<file path="config.mk">
export PLATFORM = sky130hd
export DESIGN_NAME = sdram_cmd_monitor
export DESIGN_NICKNAME = d
export VERILOG_FILES = /design/src/rtl/sdram_cmd_monitor.sv
export SDC_FILE = /design/constraint.sdc
export NUM_CORES = 1
export LEC_CHECK = 0
export CORE_MARGIN = 2
export CORE_UTILIZATION = 35
export DETAILED_ROUTE_END_ITERATION = 8
export GPL_ROUTABILITY_DRIVEN = 0
export GPL_TIMING_DRIVEN = 0
export PLACE_DENSITY = 0.62
export SYNTH_ARGS = -nofsm -noshare
export SYNTH_HDL_FRONTEND = slang
export SYNTH_SLANG_ARGS = --single-unit
</file>
<file path="constraint.sdc">
create_clock -name CLK -period 2.8 [get_ports CLK]
set_input_delay 0.28 -clock CLK [delete_from_list [all_inputs] [get_ports CLK]]
set_output_delay 0.28 -clock CLK [all_outputs]
set_load 0.01 [all_outputs]
</file>
<file path="src/rtl/sdram_cmd_monitor.sv">
// SDR SDRAM command-bus monitor: tracks PRE -> REF* -> LMR init, captures mode register, checks spacing/refresh.
// Latency: all outputs registered, updated one cycle after the sampled command.
// Backpressure: none, passive observer of the bus.
module sdram_cmd_monitor #(
    parameter int SDRAM_CHIPS   = 8,
    parameter int SDRAM_MIN_REF = 2
) (
    input  logic                   CLK,
    input  logic                   RESET_N,
    input  logic                   CLR,
    input  logic [SDRAM_CHIPS-1:0] CS_N,
    input  logic                   RAS_N,
    input  logic                   CAS_N,
    input  logic                   WE_N,
    input  logic                   CKE,
    input  logic                   DQM,
    input  logic [13:0]            SA,
    input  logic [1:0]             BA,
    input  logic [2:0]             RP,
    input  logic [3:0]             RFC,
    input  logic [2:0]             MRD,
    input  logic [15:0]            REF,
    output logic                   INIT_DONE,
    output logic [13:0]            MODE_REG,
    output logic [2:0]             CL_DET,
    output logic [1:0]             BL_DET,
    output logic [3:0]             REF_COUNT,
    output logic                   ERR_SEQ,
    output logic                   ERR_TIMING,
    output logic                   ERR_REFRESH
);

    typedef enum logic [2:0] {
        C_LMR = 3'b000, C_REF = 3'b001, C_PRE = 3'b010, C_ACT = 3'b011,
        C_WR  = 3'b100, C_RD  = 3'b101, C_BST = 3'b110, C_NOP = 3'b111
    } cmd_t;

    typedef enum logic [1:0] {S_PRE, S_REF, S_RUN} state_t;

    localparam logic [4:0] MIN_REF = 5'(SDRAM_MIN_REF);

    state_t      state, state_nxt;
    cmd_t        cmd, last_cmd;
    logic        is_cmd;
    logic [7:0]  gap;
    logic [15:0] ref_ctr;
    logic        seq_err, timing_err, refresh_err, ref_inc, capture;

    assign cmd    = (CKE && !(&CS_N)) ? cmd_t'({RAS_N, CAS_N, WE_N}) : C_NOP;
    assign is_cmd = (cmd != C_NOP);

    always_ff @(posedge CLK or negedge RESET_N) begin
        if (!RESET_N)  state <= S_PRE;
        else if (CLR)  state <= S_PRE;
        else           state <= state_nxt;
    end

    always_comb begin
        state_nxt   = state;
        seq_err     = 1'b0;
        ref_inc     = 1'b0;
        capture     = 1'b0;
        timing_err  = 1'b0;
        refresh_err = 1'b0;
        unique case (state)
            S_PRE: begin
                if (cmd == C_PRE)  state_nxt = S_REF;
                else if (is_cmd)   seq_err   = 1'b1;
            end
            S_REF: begin
                unique case (cmd)
                    C_REF: ref_inc = 1'b1;
                    C_LMR: begin
                        if ({1'b0, REF_COUNT} >= MIN_REF) begin
                            state_nxt = S_RUN;
                            capture   = (BA == 2'd0);
                        end else begin
                            seq_err = 1'b1;
                        end
                    end
                    C_ACT, C_RD, C_WR, C_BST: seq_err = 1'b1;
                    default: ;
                endcase
            end
            S_RUN: capture = (cmd == C_LMR) && (BA == 2'd0);
            default: state_nxt = S_PRE;
        endcase
        if (state != S_RUN && !DQM)
            seq_err = 1'b1;
        // Spacing is measured from the previous command; a zero minimum can never trip since gap >= 0
        if (is_cmd) begin
            timing_err = ((last_cmd == C_PRE) && (gap < {5'd0, RP}))  ||
                         ((last_cmd == C_REF) && (gap < {4'd0, RFC})) ||
                         ((last_cmd == C_LMR) && (gap < {5'd0, MRD}));
        end
        refresh_err = (state == S_RUN) && (ref_ctr > REF);
    end

    always_ff @(posedge CLK or negedge RESET_N) begin
        if (!RESET_N) begin
            MODE_REG    <= '0;
            REF_COUNT   <= '0;
            ERR_SEQ     <= 1'b0;
            ERR_TIMING  <= 1'b0;
            ERR_REFRESH <= 1'b0;
            gap         <= '0;
            last_cmd    <= C_NOP;
            ref_ctr     <= '0;
        end else if (CLR) begin
            MODE_REG    <= '0;
            REF_COUNT   <= '0;
            ERR_SEQ     <= 1'b0;
            ERR_TIMING  <= 1'b0;
            ERR_REFRESH <= 1'b0;
            gap         <= '0;
            last_cmd    <= C_NOP;
            ref_ctr     <= '0;
        end else begin
            ERR_SEQ     <= ERR_SEQ     | seq_err;
            ERR_TIMING  <= ERR_TIMING  | timing_err;
            ERR_REFRESH <= ERR_REFRESH | refresh_err;
            if (ref_inc && REF_COUNT != 4'hF)
                REF_COUNT <= REF_COUNT + 4'd1;
            if (capture)
                MODE_REG <= SA;
            if (is_cmd) begin
                gap      <= 8'd1;
                last_cmd <= cmd;
            end else if (gap != 8'hFF) begin
                gap <= gap + 8'd1;
            end
            // Interval counter restarts on entry to running mode and on every refresh while running
            if (state != S_RUN)
                ref_ctr <= '0;
            else if (cmd == C_REF)
                ref_ctr <= '0;
            else if (ref_ctr != 16'hFFFF)
                ref_ctr <= ref_ctr + 16'd1;
        end
    end

    assign INIT_DONE = (state == S_RUN);
    assign CL_DET    = MODE_REG[6:4];
    assign BL_DET    = MODE_REG[1:0];

endmodule

</file>
==> metrics <==
yosys warns=0; adder-cell share of the synthesized area=12.1%; crit path DAT=2.54 ns; fin crit share=84.3%; largest family of logic cells by synthesized area=simple AND/OR/NAND/NOR gates; layout cells sized above 1=6.83%; post-DP HPWL=5.92 mm; Reg2Reg Depth=8; Least-Margin Pin Slew=0.964 ns; fin worst setup slack=0.440 ns; residual DRC count=0; Longest Clk Path Bufs=2; post-DR vias/cell=5.11; total number of vias=2,794; CP Capture Type=flop; number of DRC markers in iteration 0=130; Cells after DPL=539; Die Height=99.7 um; global-route wire length before repair=13.2 mm; most frequent cells in the layout=clkdlybuf4s50_1, nor2_1, dfrtp_1; Buffers on Ports=80; HP Start=CAS_N; Mean Syn Cell Area=9.16 um^2; R2R Setup Slk=0.44 ns; outcome=finished, final reports clean; FF-to-FF End=MODE_REG[11]; total power=1.33 mW; peak supply drop=191 uV; post-route ant nets=0; CP cell instances=inv_1, ha_1, nand2b_1, or4_4, nor4_4, buf_8, mux2i_1, nor2_1; multiplexer area fraction after synthesis=5.97%; Post-synth EDFFs=0; nets@finish=528; Initial Util=36.4%; Hold Slack=0.273 ns; TritonRoute pass-1 iters=4; leak pwr=1.85 nW; crit-path max FO=10; Design Area, Final=0.00425 mm^2; crit path buf inv count=2; XOR/XNOR share of the synthesized area=3.28%; Fin. Hold Viols=0; cell area after synthesis=0.00321 mm^2; commonest non-fill, non-tap cell in the layout=clkdlybuf4s50_1; WHS Endpoint=last_cmd[1]; async set-reset flop share out of synthesis=100%; Cells after Synth=350; number of H-tree levels=2; FF-to-FF Start=state[0]; overall routed net length=7.68 mm; TritonCTS clock tree=done; worst hold path class=in -> reg; pwr dens=313 mW/mm^2; Yosys cell types=53; Crit-path slowest cell=nor4_4; CP required=2.98 ns; Setup TNS Final=0 ns; Max Fclk=0.424 GHz; clk_lat worst skew=0.31 ns; CP max stage delay=0.52 ns; min Tclk post-route=2.36 ns; predominant post-synthesis flop cell=dfrtp_1; Layout Area Growth over Synthesis=32.4%; die area=0.00994 mm^2; Post-DP Area=0.00416 mm^2; headroom to the max-slew limit=35.2%; die width=99.7 um; Top Family by Delay on Critical Path=simple AND/OR/NAND/NOR gates; crit start category=flop; clock sinks=50; #FFs+latches synth=50; clk root buf=clkbuf_8; max cap viols=0; wire per inst=14.0 um; # setup viols final=0; placement row count=34; CTS buffer count=5; n_diodes=0; RSZ-0062 raised after global routing=false; global route overflow=0; total track usage=16.4%; Clock Skews=0.0110 ns; vias in the first global route=2,883; layout filler cell count=865; Mapped Nets=439; initial antenna violation count=0; Slew Limit Fails=0; Hold Path Cell Cnt=3; pin count of the biggest net entering global routing=30; CORE AREA=0.00881 mm^2; CP Class=reg -> reg; Synth Area in Compound Gates=11.6%; Post-Synth Simple-Gate Area=21.0%; post-placement setup slack=0.344 ns; sequential fraction of the synthesis area=39.1%; clk slew on worst S/H paths=0.09 ns; fin util=48.2%; non-filler cells in the finished layout=547; number of I/O pins=85
[area by class of cell]
cell class	count	area [um^2]	share of cell area, %
plain buffers	15	103	2.42
clock buffers	5	68.8	1.62
clock inverters	2	10.0	0.236
inverters	32	120	2.83
multi-input cells	253	1730	40.7
flip-flops and latches	50	1250	29.6
well taps	108	135	3.18
repair buffers	82	826	19.4
[power by group]
part	switching, mW	total, mW	internal (mW)
sequential	0.00831	0.739	0.730
clock	0.240	0.408	0.168
combinational	0.0791	0.184	0.105
[flip-flops by register name (all words and copies together), names as in the netlist]
register / count
state: 2
last_cmd: 3
ERR_TIMING: 1
ERR_REFRESH: 1
MODE_REG: 14
gap: 8
ERR_SEQ: 1
REF_COUNT: 4
ref_ctr: 16
[Yosys cell counts (2+ instances only)]
cell       count  area, um^2
a2111oi_0      2        17.5
a211oi_1       3        22.5
a21oi_1       17        85.1
a311oi_1       2        17.5
a31o_2         2        17.5
a31oi_1        3        18.8
and2_1         2        12.5
and3_1         5        31.3
and4_1         4        35.0
buf_4          7        52.6
clkbuf_1       5        18.8
dfrtp_1       47        1180
dfstp_2        3        78.8
ha_1          31         388
inv_1         32         120
mux2i_1       18         180
nand2_1       19        71.3
nand2b_1       4        25.0
nand3_1       12        60.1
nand4_1       11        68.8
nor2_1        54         203
nor2b_1        2        12.5
nor3_1         9        45.0
nor4_1         3        18.8
o2111ai_1      2        17.5
o21ai_0       10        50.1
o22ai_1        3        18.8
o31ai_1        2        15.0
o32ai_1        2        17.5
xnor2_1        4        35.0
xor2_1         8        70.1
[what timing repair did]
item / CTS / global route
hold buffers: 1 / 0
buffers inserted: 0 / 0
hold endpoints to repair: 21 / 0
resized for setup: 0 / 0
[worst register-to-register path: cells and delay by family (launching register included)]
family,cells,cell delay (ns)
adders and majority gates,1,0.28
DFF,1,0.38
muxes,1,0.21
and+or+nand+nor,4,1.05
buffers and inverters,2,0.33
[kinds of logic after synthesis]
| family | after synthesis |
|---|---|
| AO/OA/AOI/OAI | 57 |
| flip-flops | 50 |
| adder cells (fa/ha/maj) | 31 |
| AND/OR/NAND/NOR | 134 |
| XOR/XNOR | 12 |
| multiplexers | 19 |
| buffers and inverters | 47 |
[metal layers]
metal | part of all wire, % | GRT usage (%)
met1 | 45 | 20.4
met2 | 48 | 28.7
met3 | 6.0 | 3.79
met4 | 1.2 | 4.53
met5 | 0 | 0
[worst max path at each step]
stage / startpoint / endpoint / slack (ns) / cells past startpoint
final: state[0] / MODE_REG[11] / 0.44 / 8
after global routing: state[0] / MODE_REG[7] / 0.28 / 8
after CTS: state[0] / MODE_REG[11] / 0.40 / 8
after detailed placement: BA[1] / MODE_REG[11] / 0.34 / 7
after global placement: RESET_N / state[0] / -0.08 / 1
after floorplan: state[0] / MODE_REG[10] / 0.75 / 8
No activity file was read; power rests on OpenSTA's default activity.
